`src/rtl/xevious_rom_loader_pkg.sv`:
```
// xevious_rom_pkg
//   Shared constants and types for the Xevious ROM loader.
//   - ROM_AW / ROM_NREG / ROM_IMG_SIZE: image geometry defaults
//   - REG_BASE[0..ROM_NREG]: linear-image base of each region, the last entry
//     being the end of the final region
//     (cpu1, cpu2, cpu3, gfx_fg, gfx_bg, gfx_sp, tiles, proms)
//   - ldr_state_e: loader FSM states
//   - REGIONS_FIT: elaboration-time check that every region fits a 15-bit
//     local address and that the table ends inside the image
package xevious_rom_pkg;

    localparam int unsigned ROM_AW    = 17;
    localparam int unsigned ROM_NREG  = 8;
    localparam int unsigned REGION_AW = 15;

    localparam logic [ROM_AW-1:0] ROM_IMG_SIZE = 17'h1_2B00;
    localparam logic [ROM_AW-1:0] REGION_MAX   = 17'h0_8000;

    localparam logic [ROM_AW-1:0] REG_BASE [0:ROM_NREG] = '{
        17'h0_0000,   // cpu1   16 KB
        17'h0_4000,   // cpu2    8 KB
        17'h0_6000,   // cpu3    4 KB
        17'h0_7000,   // gfx_fg  4 KB
        17'h0_8000,   // gfx_bg  8 KB
        17'h0_A000,   // gfx_sp 24 KB
        17'h1_0000,   // tiles   8 KB
        17'h1_2000,   // proms 2.5 KB
        17'h1_2A00    // end of proms; bytes up to the image end are padding
    };

    typedef enum logic [2:0] {
        ST_IDLE,
        ST_LOAD,
        ST_CHECK,
        ST_DONE,
        ST_FAIL
    } ldr_state_e;

    function automatic bit regions_fit();
        for (int unsigned r = 0; r < ROM_NREG; r++) begin
            if (REG_BASE[r+1] < REG_BASE[r])
                return 1'b0;
            if ((REG_BASE[r+1] - REG_BASE[r]) > REGION_MAX)
                return 1'b0;
        end
        return (REG_BASE[ROM_NREG] <= ROM_IMG_SIZE);
    endfunction

    localparam bit REGIONS_FIT = regions_fit();

endpackage

```
`src/rtl/xevious_rom_loader_if.sv`:
```
// xevious_rom_loader_if
//   Bundles the ioctl download stream (dl_*) and the ROM-side write port plus
//   loader status. The 'slave' modport is the loader; 'master' is the
//   hps_io / core side.
//   dl_active  : download of index 0 in progress
//   dl_wr      : 1-clk byte strobe
//   dl_addr    : linear image address
//   dl_data    : image byte
//   rom_we     : one-hot region write strobe
//   rom_addr   : region-local address
//   rom_data   : write data
//   byte_cnt   : bytes accepted this download
//   rom_ready  : complete valid image loaded
//   load_err   : last download was bad
//   core_reset : active-high core reset
interface xevious_rom_loader_if
    import xevious_rom_pkg::*;
#(
    parameter int unsigned NREG = ROM_NREG,
    parameter int unsigned AW   = ROM_AW
);

    logic            dl_active;
    logic            dl_wr;
    logic [AW-1:0]   dl_addr;
    logic [7:0]      dl_data;

    logic [NREG-1:0] rom_we;
    logic [14:0]     rom_addr;
    logic [7:0]      rom_data;
    logic [AW-1:0]   byte_cnt;
    logic            rom_ready;
    logic            load_err;
    logic            core_reset;

    modport master (
        output dl_active, dl_wr, dl_addr, dl_data,
        input  rom_we, rom_addr, rom_data, byte_cnt, rom_ready, load_err, core_reset
    );

    modport slave (
        input  dl_active, dl_wr, dl_addr, dl_data,
        output rom_we, rom_addr, rom_data, byte_cnt, rom_ready, load_err, core_reset
    );

endinterface

```
`src/rtl/xevious_rom_region_dec.sv`:
```
// xevious_rom_region_dec
//   Combinational decode of a linear image address into a one-hot region
//   select and the address local to that region. Addresses outside every
//   region give sel_o = 0 and offset_o = 0.
//   addr_i   : linear image address
//   sel_o    : one-hot region select (bit r <=> REG_BASE[r] <= addr < REG_BASE[r+1])
//   offset_o : addr_i - REG_BASE[r]
module xevious_rom_region_dec
    import xevious_rom_pkg::*;
(
    input  logic [ROM_AW-1:0]    addr_i,
    output logic [ROM_NREG-1:0]  sel_o,
    output logic [REGION_AW-1:0] offset_o
);

    if (!REGIONS_FIT) begin : g_region_size_chk
        $error("xevious_rom_pkg: REG_BASE has a region over 32 KB or ends past the image");
    end

    always_comb begin
        sel_o    = '0;
        offset_o = '0;
        for (int unsigned r = 0; r < ROM_NREG; r++) begin
            if ((addr_i >= REG_BASE[r]) && (addr_i < REG_BASE[r+1])) begin
                sel_o[r] = 1'b1;
                offset_o = REGION_AW'(addr_i - REG_BASE[r]);
            end
        end
    end

endmodule

```
`src/rtl/xevious_rom_loader.sv`:
```
// xevious_rom_loader
//   Turns the hps_io ioctl stream for ROM index 0 into per-region write
//   strobes, counts accepted bytes, validates the image length/ordering and
//   holds the Xevious core in reset until a complete image is loaded.
//   clk_sys : system clock (hps_io domain)
//   reset_n : asynchronous active-low reset
//   bus     : xevious_rom_loader_if.slave (download stream in, ROM port and
//             status out)
module xevious_rom_loader
    import xevious_rom_pkg::*;
#(
    parameter int unsigned     AW       = ROM_AW,
    parameter int unsigned     NREG     = ROM_NREG,
    parameter logic [AW-1:0]   IMG_SIZE = ROM_IMG_SIZE
)
(
    input  logic                  clk_sys,
    input  logic                  reset_n,
    xevious_rom_loader_if.slave   bus
);

    if ((AW != ROM_AW) || (NREG != ROM_NREG)) begin : g_geom_chk
        $error("xevious_rom_loader: AW/NREG must match the region table in xevious_rom_pkg");
    end

    ldr_state_e      state_q, state_d;
    logic            dl_active_q;
    logic [AW-1:0]   byte_cnt_q, byte_cnt_d;
    logic            err_seq_q, err_seq_d;
    logic            err_long_q, err_long_d;
    logic            rom_ready_q, rom_ready_d;
    logic            load_err_q, load_err_d;
    logic [NREG-1:0] rom_we_q, rom_we_d;
    logic [14:0]     rom_addr_q, rom_addr_d;
    logic [7:0]      rom_data_q, rom_data_d;

    logic [NREG-1:0] dec_sel;
    logic [14:0]     dec_off;
    logic            dl_rise;
    logic            in_seq;
    logic            in_range;

    xevious_rom_region_dec u_dec (
        .addr_i   (bus.dl_addr),
        .sel_o    (dec_sel),
        .offset_o (dec_off)
    );

    assign dl_rise  = bus.dl_active & ~dl_active_q;
    assign in_seq   = (bus.dl_addr == byte_cnt_q);
    // Keeping acceptance below IMG_SIZE is what saturates byte_cnt.
    assign in_range = (byte_cnt_q < IMG_SIZE);

    always_comb begin
        state_d     = state_q;
        byte_cnt_d  = byte_cnt_q;
        err_seq_d   = err_seq_q;
        err_long_d  = err_long_q;
        rom_ready_d = rom_ready_q;
        load_err_d  = load_err_q;
        rom_we_d    = '0;
        rom_addr_d  = rom_addr_q;
        rom_data_d  = rom_data_q;

        case (state_q)
            ST_IDLE, ST_DONE, ST_FAIL: begin
                if (dl_rise) begin
                    state_d     = ST_LOAD;
                    byte_cnt_d  = '0;
                    err_seq_d   = 1'b0;
                    err_long_d  = 1'b0;
                    rom_ready_d = 1'b0;
                    load_err_d  = 1'b0;
                end
            end

            ST_LOAD: begin
                // A strobe arriving with the dl_active fall is still taken,
                // so CHECK sees the final count.
                if (bus.dl_wr) begin
                    if (in_seq && in_range) begin
                        rom_we_d   = dec_sel;
                        rom_addr_d = dec_off;
                        rom_data_d = bus.dl_data;
                        byte_cnt_d = byte_cnt_q + 1'b1;
                    end else begin
                        if (!in_range)
                            err_long_d = 1'b1;
                        if (!in_seq)
                            err_seq_d = 1'b1;
                    end
                end
                if (!bus.dl_active)
                    state_d = ST_CHECK;
            end

            ST_CHECK: begin
                if ((byte_cnt_q == IMG_SIZE) && !err_seq_q && !err_long_q) begin
                    state_d     = ST_DONE;
                    rom_ready_d = 1'b1;
                end else begin
                    state_d    = ST_FAIL;
                    load_err_d = 1'b1;
                end
            end

            default: state_d = ST_IDLE;
        endcase
    end

    always_ff @(posedge clk_sys or negedge reset_n) begin
        if (!reset_n) begin
            state_q     <= ST_IDLE;
            dl_active_q <= 1'b0;
            byte_cnt_q  <= '0;
            err_seq_q   <= 1'b0;
            err_long_q  <= 1'b0;
            rom_ready_q <= 1'b0;
            load_err_q  <= 1'b0;
            rom_we_q    <= '0;
            rom_addr_q  <= '0;
            rom_data_q  <= '0;
        end else begin
            state_q     <= state_d;
            dl_active_q <= bus.dl_active;
            byte_cnt_q  <= byte_cnt_d;
            err_seq_q   <= err_seq_d;
            err_long_q  <= err_long_d;
            rom_ready_q <= rom_ready_d;
            load_err_q  <= load_err_d;
            rom_we_q    <= rom_we_d;
            rom_addr_q  <= rom_addr_d;
            rom_data_q  <= rom_data_d;
        end
    end

    assign bus.rom_we     = rom_we_q;
    assign bus.rom_addr   = rom_addr_q;
    assign bus.rom_data   = rom_data_q;
    assign bus.byte_cnt   = byte_cnt_q;
    assign bus.rom_ready  = rom_ready_q;
    assign bus.load_err   = load_err_q;
    assign bus.core_reset = ~rom_ready_q | (state_q == ST_LOAD) | (state_q == ST_CHECK);

endmodule

```
`src/flat_wrapper.sv`:
```
// flat-port wrapper written by rule: the top's interface ports become plain ports
module xevious_rom_loader_flat import xevious_rom_pkg::*;
#(
    parameter int unsigned     AW       = ROM_AW,
    parameter int unsigned     NREG     = ROM_NREG,
    parameter logic [AW-1:0]   IMG_SIZE = ROM_IMG_SIZE
)
  (clk_sys, reset_n, bus_dl_active, bus_dl_wr, bus_dl_addr, bus_dl_data, bus_rom_we, bus_rom_addr, bus_rom_data, bus_byte_cnt, bus_rom_ready, bus_load_err, bus_core_reset);
  xevious_rom_loader_if #(.NREG(NREG), .AW(AW)) bus_i ();
  input  logic clk_sys;
  input  logic reset_n;
  input wire logic [$bits(bus_i.dl_active)-1:0] bus_dl_active;
  input wire logic [$bits(bus_i.dl_wr)-1:0] bus_dl_wr;
  input wire logic [$bits(bus_i.dl_addr)-1:0] bus_dl_addr;
  input wire logic [$bits(bus_i.dl_data)-1:0] bus_dl_data;
  output wire logic [$bits(bus_i.rom_we)-1:0] bus_rom_we;
  output wire logic [$bits(bus_i.rom_addr)-1:0] bus_rom_addr;
  output wire logic [$bits(bus_i.rom_data)-1:0] bus_rom_data;
  output wire logic [$bits(bus_i.byte_cnt)-1:0] bus_byte_cnt;
  output wire logic [$bits(bus_i.rom_ready)-1:0] bus_rom_ready;
  output wire logic [$bits(bus_i.load_err)-1:0] bus_load_err;
  output wire logic [$bits(bus_i.core_reset)-1:0] bus_core_reset;
  assign bus_i.dl_active = bus_dl_active;
  assign bus_i.dl_wr = bus_dl_wr;
  assign bus_i.dl_addr = bus_dl_addr;
  assign bus_i.dl_data = bus_dl_data;
  assign bus_rom_we = bus_i.rom_we;
  assign bus_rom_addr = bus_i.rom_addr;
  assign bus_rom_data = bus_i.rom_data;
  assign bus_byte_cnt = bus_i.byte_cnt;
  assign bus_rom_ready = bus_i.rom_ready;
  assign bus_load_err = bus_i.load_err;
  assign bus_core_reset = bus_i.core_reset;
  xevious_rom_loader #(.AW(AW), .NREG(NREG), .IMG_SIZE(IMG_SIZE)) u_core (.clk_sys(clk_sys), .reset_n(reset_n), .bus(bus_i));
endmodule
```
`config.mk`:
```
export PLATFORM = sky130hd
export DESIGN_NAME = xevious_rom_loader_flat
export DESIGN_NICKNAME = d
export VERILOG_FILES = /design/src/rtl/xevious_rom_loader_pkg.sv /design/src/rtl/xevious_rom_loader_if.sv /design/src/rtl/xevious_rom_region_dec.sv /design/src/rtl/xevious_rom_loader.sv /design/src/flat_wrapper.sv
export SDC_FILE = /design/constraint.sdc
export NUM_CORES = 1
export LEC_CHECK = 0
export ABC_AREA = 0
export BUFFER_PORTS_ARGS = -buffer_cell sky130_fd_sc_hd__buf_2
export CORE_UTILIZATION = 40
export CTS_CLUSTER_SIZE = 30
export DETAILED_ROUTE_END_ITERATION = 10
export PLACE_DENSITY = 0.61
export SLEW_MARGIN = 40
export SYNTH_ARGS = -nofsm -noshare
export SYNTH_HDL_FRONTEND = slang
export SYNTH_SLANG_ARGS = --single-unit
```
`constraint.sdc`:
```
create_clock -name clk_sys -period 3.12 [get_ports clk_sys]
set_input_delay 0.156 -clock clk_sys [delete_from_list [all_inputs] [get_ports clk_sys]]
set_output_delay 0.156 -clock clk_sys [all_outputs]
set_load 0.02 [all_outputs]
```
# Word-level counts from Yosys, hierarchy flattened
# Index checks and enable logic that the tools add are counted.
[classes]
n_mux = 40
div_mod_pow = 0
n_shift = 0
n_mul = 0
addsub = 8
order_cmp = 17
eq_ne = 15
reduce_logical = 24
bitwise_logic = 5
[op_table]
columns = ["cell", "n"]
rows = [
  ["2-to-1 mux 15 bit", 8],
  ["less-than comparator 17 bit (second input constant)", 4],
  [">= comparator 17 x 15 -> 1 bit (second input constant)", 3],
  ["less-than comparator 17 x 15 -> 1 bit (second input constant)", 3],
  ["2-to-1 mux 17 bit", 3],
  ["subtractor 15 bit (second input constant)", 3],
  [">= comparator 17 x 16 -> 1 bit (second input constant)", 2],
  [">= comparator 17 bit (second input constant)", 2],
  ["less-than comparator 17 x 16 -> 1 bit (second input constant)", 2],
  ["one-hot mux 17 bit (2 select lines)", 1],
  ["subtractor 15 x 1 -> 15 bit (second input constant)", 2],
  ["subtractor 15 x 14 -> 15 bit (second input constant)", 2],
  ["2-to-1 mux 8 bit", 3],
  ["adder 17 x 1 -> 17 bit (second input constant)", 1],
  ["== test 17 bit", 1],
  ["== test 17 bit (second input constant)", 1],
  [">= comparator 17 x 1 -> 1 bit (second input constant)", 1],
  ["2-to-1 mux 1 bit", 17],
  ["inequality test 2 bit (second input constant)", 6],
  ["logical AND 1 bit", 11],
  ["AND reduction 5 bit", 2],
  ["2-to-1 mux 3 bit", 3],
  ["one-hot mux 3 bit (3 select lines)", 1],
  ["AND reduction 3 bit", 3],
  ["other kinds (14)", 24],
]
[totals]
ff_bits = 56
rom_bits = 0
ramBits = 0
memories = 0
latchBits = 0
out_inout_bits = 51
inputBits = 29

# Logic depth before layout (Yosys ltp)
# Gate-level depths: netlist (run 1).
[logic_depth]
ltp_word = 10
ltp_mapped = 9
mapped_depth_nobuf = 8

# Cells and area by module
# A second synthesis (run 1) with hierarchy kept.
[unflattened]
cells_unflattened = 399
hier_area_um2 = 3354.5
[modules_own_cells]
columns = ["mod", "area_per_inst_um2", "instances", "cells_per_inst", "seq_area_each_um2"]
rows = [
  ["xevious_rom_loader", 2808.9, 1, 322, 1401.3],
  ["xevious_rom_region_dec", 545.5, 1, 77, 0.0],
]

# Least setup slack after synthesis (run 1)
# Ideal clock, no wire load.
[synth_timing]
path_kind = "register to register"
startpoint = "reg u_core.byte_cnt_q[16] (netlist: u_core.bus.byte_cnt[16])"
endpoint = "reg u_core.rom_addr_q[0] (netlist: u_core.bus.rom_addr[0])"
slack_ps = 963
required_ps = 3003
stages_incl_launch_ff = 9
t_arrival_ps = 2040
path_cell_list = "dfrtp_1 -> xor2_1 -> nor4_4 -> nand2_2 -> or4_1 -> buf_2 -> buf_2 -> nand2_1 -> nand2_1"
[synth_between]
elab_chain_cells = 3
[synth_lines]
columns = ["element", "line", "rtl"]
rows = [
  ["start: declaration", "xevious_rom_loader.sv:28", "logic [AW-1:0] byte_cnt_q, byte_cnt_d;"],
  ["start signal: assignment", "xevious_rom_loader.sv:126", "byte_cnt_q <= byte_cnt_d;"],
  ["less-than comparator 17 bit or == test 17 bit (tied branches)", "xevious_rom_loader.sv:52, xevious_rom_loader.sv:50", ""],
  ["logical AND 1 bit (*)", "xevious_rom_loader.sv:81", "if (in_seq && in_range) begin"],
  ["AND reduction 3 bit (no line) (*)", "-", ""],
  ["end signal: assignment", "xevious_rom_loader.sv:132", "rom_addr_q <= rom_addr_d;"],
  ["end: declaration", "xevious_rom_loader.sv:34", "logic [14:0] rom_addr_q, rom_addr_d;"],
]
# Every way passes the cells marked *; elsewhere a longest branch is shown, timed or not.
# A chain may end at the register's enable or synchronous reset.

# Final worst setup path (run 1)
[layout_timing]
startpoint = "reg u_core.byte_cnt_q[12] (netlist: u_core.bus.byte_cnt[12])"
endpoint = "reg u_core.rom_addr_q[13] (netlist: u_core.bus.rom_addr[13])"
# The elaborated chain is that of the path after synthesis.

==> qor.yml, run 1 <==
worst_setup_path:
  reg2regPathDepth: 7
  r2r-start: "u_core.bus.byte_cnt[12]"
  slowest_delay_ps: 860
  crit_path_max_fanout: 24
  critPathLaunch: "u_core.bus.byte_cnt[12]"
  critPathKind: "reg2reg"
  end_kind: "flip-flop"
  cp.required_ps: 3370
  arrival_ps: 2820
  cp_slowest_cell: "or4_1"
  r2r_slack_ps: 550
  cp-start-kind: "flip-flop"
  cp_cell_sequence: "xor2_1 > nor4_1 > nand3_1 > buf_4 > or4_1 > a21o_1 > o21ai_1"
run:
  cap_violations: 0
cells_and_area:
  register_area_um2: 1400
  final_common_cell: "buf_2"
  n_fill_cell: 776
  post-route-util: 0.486
  nNetsFinal: 467
  num_antenna_cells: 0
  layout_common_cells: "buf_2, nand2_1, dfrtp_1"
  drive_above_1_share: 0.236
  synthToLayoutAreaGrowth_pct: 18.6
  multi_input_area_um2: 1620
logic_synthesis:
  ys_seq_elements: 56
  synth_flop_cell: "dfrtp_1"
  synth_cells: 358
  avgSynthCellArea_um2: 8.81
  ys.warnings.count: 0
  synth_area_leaders: "dfrtp_1, nand2_1, xor2_1, nor2_1, nand3_1"
  synthArstFlopShare: 1.00
  ys_seq_area_frac: 0.444
  syn_nets: 394
  synth-edff-count: 0
  yosys.area.top_type: "dfrtp_1"
  netlist.area_leader.share: 0.444
  synthesis.area_um2: 3150
  synth.distinct_cells: 54
sta:
  max_freq_mhz: 389
  finalHoldViolCount: 0
  slew_viol_final: 0
  setup_slack_ps: 551
  worst_pin_slew_ps: 771
  slew_headroom: 0.486
  timing.hold.ws_ps: 34.1
  setup_viol_count_final: 0
  setup_tns_ps: 0
  period_needed_ps: 2570
  grt_setup_unrepaired: "no"
  fin_skew_ps: 5.01
  period_share: 0.824
clocking:
  h-tree-depth: 2
  post_cts_resized: 0
  cts_root_buf: "clkbuf_8"
  path_clk_slew_ps: 100
  clock_sinks: 56
  clock_latency_ps: 310
  cts_buffers: 5
  cts_tree: "yes"
  cts_max_path_buffers: 2
  post_cts_buffers: 0
global_routing:
  use_met3: 0.0278
  antenna_found_initial: 0
  grt-busiest-layer: "met2"
  overflow: 0
  grt_max_degree: 34
  grt_pass1_vias: 2597
  gr-usage-met2: 0.315
  grt_pass1_wl_mm: 13.3
  grtUsageTotal: 0.201
  grt_use_met1: 0.291
min_path:
  min_path_cells: 3
  holdCritPathClass: "in2reg"
  hold_path.startpoint: "bus_dl_data[3]"
die:
  io_pins: 80
  die_w_um: 90.8
  initial_core_util: 0.410
  die-area_um2: 8240
  rows: 32
  die_h_um: 90.8
  coreArea_um2: 7690
placement:
  dp_hpwl_mm: 5.84
  portBuffers: 79
  preCtsSetupSlack_ps: 555
  place.gp.congestion: 0.896
drt:
  viasPerCell: 5.43
  ant_nets: 0
  wire_per_inst_um: 15.2
  remaining_drc_errors: 0
  via_count: 2902
  dr.pass1.iters: 7
  detail_route.iter0.violations: 151
  routed_wl_mm: 8.11
power:
  intPower_w: 0.00101
  p_per_area_nw_per_um2: 392
  seqPwrFrac: 0.540
  pwr-share-comb: 0.180
  ir_drop_mv: 0.179
  p_sw_w: 0.000457
  leakagePower_nw: 1.97
  p_clk_frac: 0.280
  power.switching_fraction: 0.312
status:
  status: "finished, final reports clean"
## final cells by class
cell class,count,share of cell area
Clock buffer,5,0.0184
Clock inverter,3,0.00636
Inverter,12,0.0120
Multi-Input combinational cell,270,0.433
Sequential cell,56,0.375
Tap cell,102,0.0341
Timing Repair Buffer,86,0.122
## cells by family (layout without fill, tap and decap cells)
group | Yosys count | count (layout) | share of synthesized area
and+or+nand+nor | 179 | 179 | 0.279
AOI/OAI and AO/OA | 57 | 57 | 0.130
DFF | 56 | 56 | 0.444
buffers and inverters | 32 | 106 | 0.0425
xor gates and xnor gates | 25 | 25 | 0.0694
adders and majority gates | 7 | 7 | 0.0278
muxes | 2 | 2 | 0.00675
## power by group through the flow
stage	logic (W)	registers, W	clock network [W]
floorplan	0.000192	0.000781	0
global placement	0.000258	0.000804	0
detailed placement	0.000261	0.000803	0
CTS	0.000264	0.000790	0.000431
global route	0.000296	0.000797	0.000456
finish	0.000264	0.000791	0.000410
## repair_timing
item	4_1_cts	5_1_grt
hold endpoints to repair	33	0
setup endpoints to repair	0	0
hold buffers	2	0
## Yosys cell counts, drive strengths merged (2+ instances only)
library cell / count
or2: 4
xor2: 18
and2: 4
o22ai: 2
a31o: 2
a21o: 3
nand2b: 3
clkbuf: 9
nand3: 21
buf: 11
a41oi: 2
a31oi: 8
nor4bb: 2
nand2: 69
nand4: 6
a21oi: 12
and4: 3
dfrtp: 56
and3: 5
nor3: 10
o21ai: 9
inv: 12
nor4: 14
xnor2: 7
nor2: 34
a41o: 5
ha: 7
## metal layers
layer	up-vias	wire [um]
li1	1399	-
met1	1375	3950
met2	117	3580
met3	11	476
met4	0	102
met5	-	0
## state kept, by name, summed over array words and instances (netlist names)
signal                count
u_core.state_q            3
u_core.bus.load_err       1
u_core.bus.rom_data       8
u_core.bus.rom_ready      1
u_core.bus.rom_addr      15
u_core.dl_active_q        1
u_core.bus.byte_cnt      17
u_core.bus.rom_we         8
u_core.err_seq_q          1
u_core.err_long_q         1
## path summary, 6_finish.rpt
check	end
max	u_core.bus.rom_addr[13]
min	u_core.bus.rom_data[3]
max reg2reg	u_core.bus.rom_addr[13]
min reg2reg	u_core.bus.rom_data[4]
max in group asynchronous	u_core.bus.rom_we[1]
min in group asynchronous	u_core.bus.rom_data[1]
## per-stage QoR
| step | total power (W) | instances | area [um2] |
|---|---|---|---|
| final | 0.00147 | 534 | 3740 |
| after CTS | 0.00148 | 534 | 3740 |
| after detailed placement | 0.00106 | 524 | 3620 |
| after global placement | 0.00106 | 524 | 3620 |
| after floorplan | 0.000973 | 358 | 3150 |
| after global routing | 0.00155 | 534 | 3740 |
## critical path: cells and delay by family (launching register included)
kind,cells,cell delay (ps)
buf+inv,1,200
xor+xnor,1,180
flops,1,490
simple gates,3,1250
compound gates,2,390
No activity file was read; power rests on OpenSTA's default activity.
==> inputs of run 2 (changes only) <==
--- a/config.mk
+++ b/config.mk
@@ -5,12 +5,12 @@
 export SDC_FILE = /design/constraint.sdc
 export NUM_CORES = 1
 export LEC_CHECK = 0
-export ABC_AREA = 0
+export ABC_AREA = 1
 export BUFFER_PORTS_ARGS = -buffer_cell sky130_fd_sc_hd__buf_2
 export CORE_UTILIZATION = 40
 export CTS_CLUSTER_SIZE = 30
 export DETAILED_ROUTE_END_ITERATION = 10
-export PLACE_DENSITY = 0.61
+export PLACE_DENSITY = 0.62
 export SLEW_MARGIN = 40
 export SYNTH_ARGS = -nofsm -noshare
 export SYNTH_HDL_FRONTEND = slang
==> constraint.sdc (replaced) <==
create_clock -name clk_sys -period 2.3 [get_ports clk_sys]
set_input_delay 0.115 -clock clk_sys [delete_from_list [all_inputs] [get_ports clk_sys]]
set_output_delay 0.115 -clock clk_sys [all_outputs]
set_load 0.02 [all_outputs]
==> run 2 against run 1 <==
Fmax increased by 26%. Area after synthesis is 12% higher. Routed wire length up 17%. Count of clock-buffer cells in the layout unchanged. Power grew 66%. Clock power is 37% higher. Die area increased by 11%. Utilization rose by 1.4 points. Critical path type unchanged. Largest cell class unchanged. Largest power group unchanged.
==> qor.yml, run 2 <==
clocking:
  clock_sinks: 56  # unchanged
  cts_max_path_buffers: 2  # unchanged
  clock_latency_ps: 320  # about the same
  cts_buffers: 5  # unchanged
  h-tree-depth: 2  # unchanged
  cts_root_buf: "clkbuf_8"
  post_cts_resized: 0  # unchanged
  cts_tree: "yes"
  path_clk_slew_ps: 110  # about the same
drt:
  wire_per_inst_um: 14.0  # -8.2%
  detail_route.iter0.violations: 112  # -26%
  via_count: 3357  # +16%
  routed_wl_mm: 9.50  # +17%
  ant_nets: 0  # unchanged
  viasPerCell: 4.93  # -9.3%
  dr.pass1.iters: 5  # -2
  remaining_drc_errors: 0  # unchanged
die:
  die-area_um2: 9170  # +11%
  initial_core_util: 0.422  # +0.0114
  io_pins: 80  # unchanged
  die_h_um: 95.8  # +5.5%
  die_w_um: 95.8  # +5.5%
  coreArea_um2: 8340  # +8.5%
  rows: 33  # +3.1%
worst_setup_path:
  cp-start-kind: "flip-flop"
  cp.required_ps: 2560  # -810 ps
  critPathLaunch: "u_core.bus.byte_cnt[9]"
  reg2regPathDepth: 9  # +2
  r2r-start: "u_core.bus.byte_cnt[9]"
  crit_path_max_fanout: 20  # -17%
  arrival_ps: 2300  # -520 ps
  critPathKind: "reg2reg"
  end_kind: "flip-flop"
logic_synthesis:
  netlist_top_cells_count: "nand2_1, nor2_1, dfrtp_1"
  netlist.area_leader.share: 0.399  # -0.0459
  avgSynthCellArea_um2: 7.19  # -18%
  yosysMostFrequentCell: "nand2_1"
  synth-edff-count: 0  # unchanged
  synthArstFlopShare: 1.00  # unchanged
  synth_flop_cell: "dfrtp_1"
  syn_nets: 525  # +33%
  synthesis.area_um2: 3520  # +12%
  synth_area_leaders: "dfrtp_1, nand2_1, nor2_1, nand3_1, xor2_1"
  yosys.area.top_type: "dfrtp_1"
  ys.warnings.count: 0  # unchanged
  ys_seq_elements: 56  # unchanged
  synth.distinct_cells: 35  # -35%
  synth_cells: 489  # +37%
  ys_seq_area_frac: 0.399  # -0.0459
sta:
  finalHoldViolCount: 0  # unchanged
  period_share: 0.889  # +0.0654
  setup_viol_count_final: 0  # unchanged
  worst_pin_slew_ps: 596  # -175 ps
  slew_viol_final: 0  # unchanged
  max_freq_mhz: 489  # +26%
  timing.hold.ws_ps: 71.6  # +37.5 ps
  fin_skew_ps: 12.3  # +7.25 ps
  slew_headroom: 0.599  # +0.113
  grt_setup_unrepaired: "no"
  setup_tns_ps: 0  # unchanged
  period_needed_ps: 2040  # -525 ps
global_routing:
  antenna_found_initial: 0  # unchanged
  grt_pass1_vias: 3153  # +21%
  grt_pass1_wl_mm: 15.5  # +17%
  grt_max_degree: 35  # +2.9%
  grtUsageTotal: 0.221  # +0.0195
  overflow: 0  # unchanged
min_path:
  holdCritPathClass: "in2reg"
  hold_path.startpoint: "bus_dl_addr[9]"
  min_path_cells: 3  # unchanged
placement:
  place.gp.congestion: 0.900  # +0.40%
  dp_hpwl_mm: 7.26  # +24%
  portBuffers: 79  # unchanged
  placed_cell_area_um2: 3980  # +9.8%
cells_and_area:
  layout_common_cells: "nand2_1, buf_2, nor2_1"
  drive_above_1_share: 0.214  # -0.0226
  num_antenna_cells: 0  # unchanged
  stdcell_area_um2: 4170  # +12%
  final_common_cell: "nand2_1"
  nNetsFinal: 611  # +31%
  largest_register_ffs: 17  # unchanged
  n_fill_cell: 837  # +7.9%
  synthToLayoutAreaGrowth_pct: 18.7  # about the same
power:
  ir_drop_mv: 0.767  # +330%
  total_power_w: 0.00244  # +66%
  leakagePower_nw: 2.24  # +13%
  p_per_area_nw_per_um2: 584  # +49%
status:
  status: "finished, final reports clean"
run:
  cap_violations: 0  # unchanged
==> run 2: cell count changes after synthesis, moves of 4 or more <==
| cell | previous run | this run |
|---|---|---|
| inv_1 | 12 | 37 |
| a21oi_1 | 12 | 7 |
| o21ai_2 | 1 | 6 |
| inv_2 | 0 | 11 |
| clkbuf_1 | 9 | 1 |
| a41o_1 | 5 | 0 |
| nor2_1 | 34 | 75 |
| nand3_1 | 21 | 41 |
| nand2_1 | 68 | 153 |
| o21ai_1 | 3 | 7 |
| nor4_1 | 12 | 3 |
| a31oi_1 | 8 | 0 |
| and3_1 | 5 | 0 |
==> run 2: critical path, cell delays in order, from the launching register on <==
cell	delay (ps)
dfrtp_1	500
nand2_1	190
nor2_1	70
o21ai_1	160
nand2_1	100
nand2_1	180
nand3_4	230
inv_2	330
nand3_1	110
nand2_1	90
==> run 2: area by class of cell <==
cell class / count / area, um2 / share of cell area
inverter: 50 / 189 / 0.0453
sequential: 56 / 1400 / 0.336
clock buffer: 5 / 68.8 / 0.0165
clock inverter: 3 / 23.8 / 0.00570
multi-input combinational: 367 / 1820 / 0.436
tap: 105 / 131 / 0.0315
timing repair buffer: 95 / 541 / 0.130
==> run 2: power breakdown <==
group          internal [W]  switching (W)
clock              0.000217       0.000346
combinational      0.000215       0.000597
sequential          0.00103      0.0000347
==> run 2: layer usage <==
layer,track usage,share of wire,up-vias
met5,0,0,-
met4,0.0386,0.0063,0
met3,0.0308,0.050,5
met2,0.376,0.46,91
met1,0.302,0.48,1548
li1,-,-,1713
==> run 2: path summary, 6_finish.rpt <==
kind,end,slack [ps]
min in group asynchronous,u_core.err_seq_q,320
hold reg to reg,u_core.bus.rom_data[0],480
hold / removal,u_core.bus.rom_addr[9],70
setup reg to reg,u_core.bus.rom_addr[6],260
setup / recovery,u_core.bus.rom_addr[6],260
max in group asynchronous,u_core.bus.rom_data[0],1630
==> run 2: cells by family (layout without fill, tap and decap cells) <==
group | after synthesis | in the layout | share of synthesized area
simple gates | 303 | 303 | 0.374
buf+inv | 66 | 153 | 0.0843
flops | 56 | 56 | 0.399
compound gates | 33 | 33 | 0.0584
xor+xnor | 24 | 24 | 0.0598
fa+ha+maj | 7 | 7 | 0.0249
==> run 2: stage by stage <==
step,util,setup slack [ps],std cells
after floorplan,-,564,489
after global routing,0.500,28.4,681
after global placement,0.477,304,663
after detailed placement,0.477,264,663
after CTS,0.500,239,681
final,0.500,255,681
==> run 2: timing repair <==
action	4_1_cts	5_1_grt
endpoints found under the hold margin	65	0
buffers inserted	0	0
hold buffers	10	0
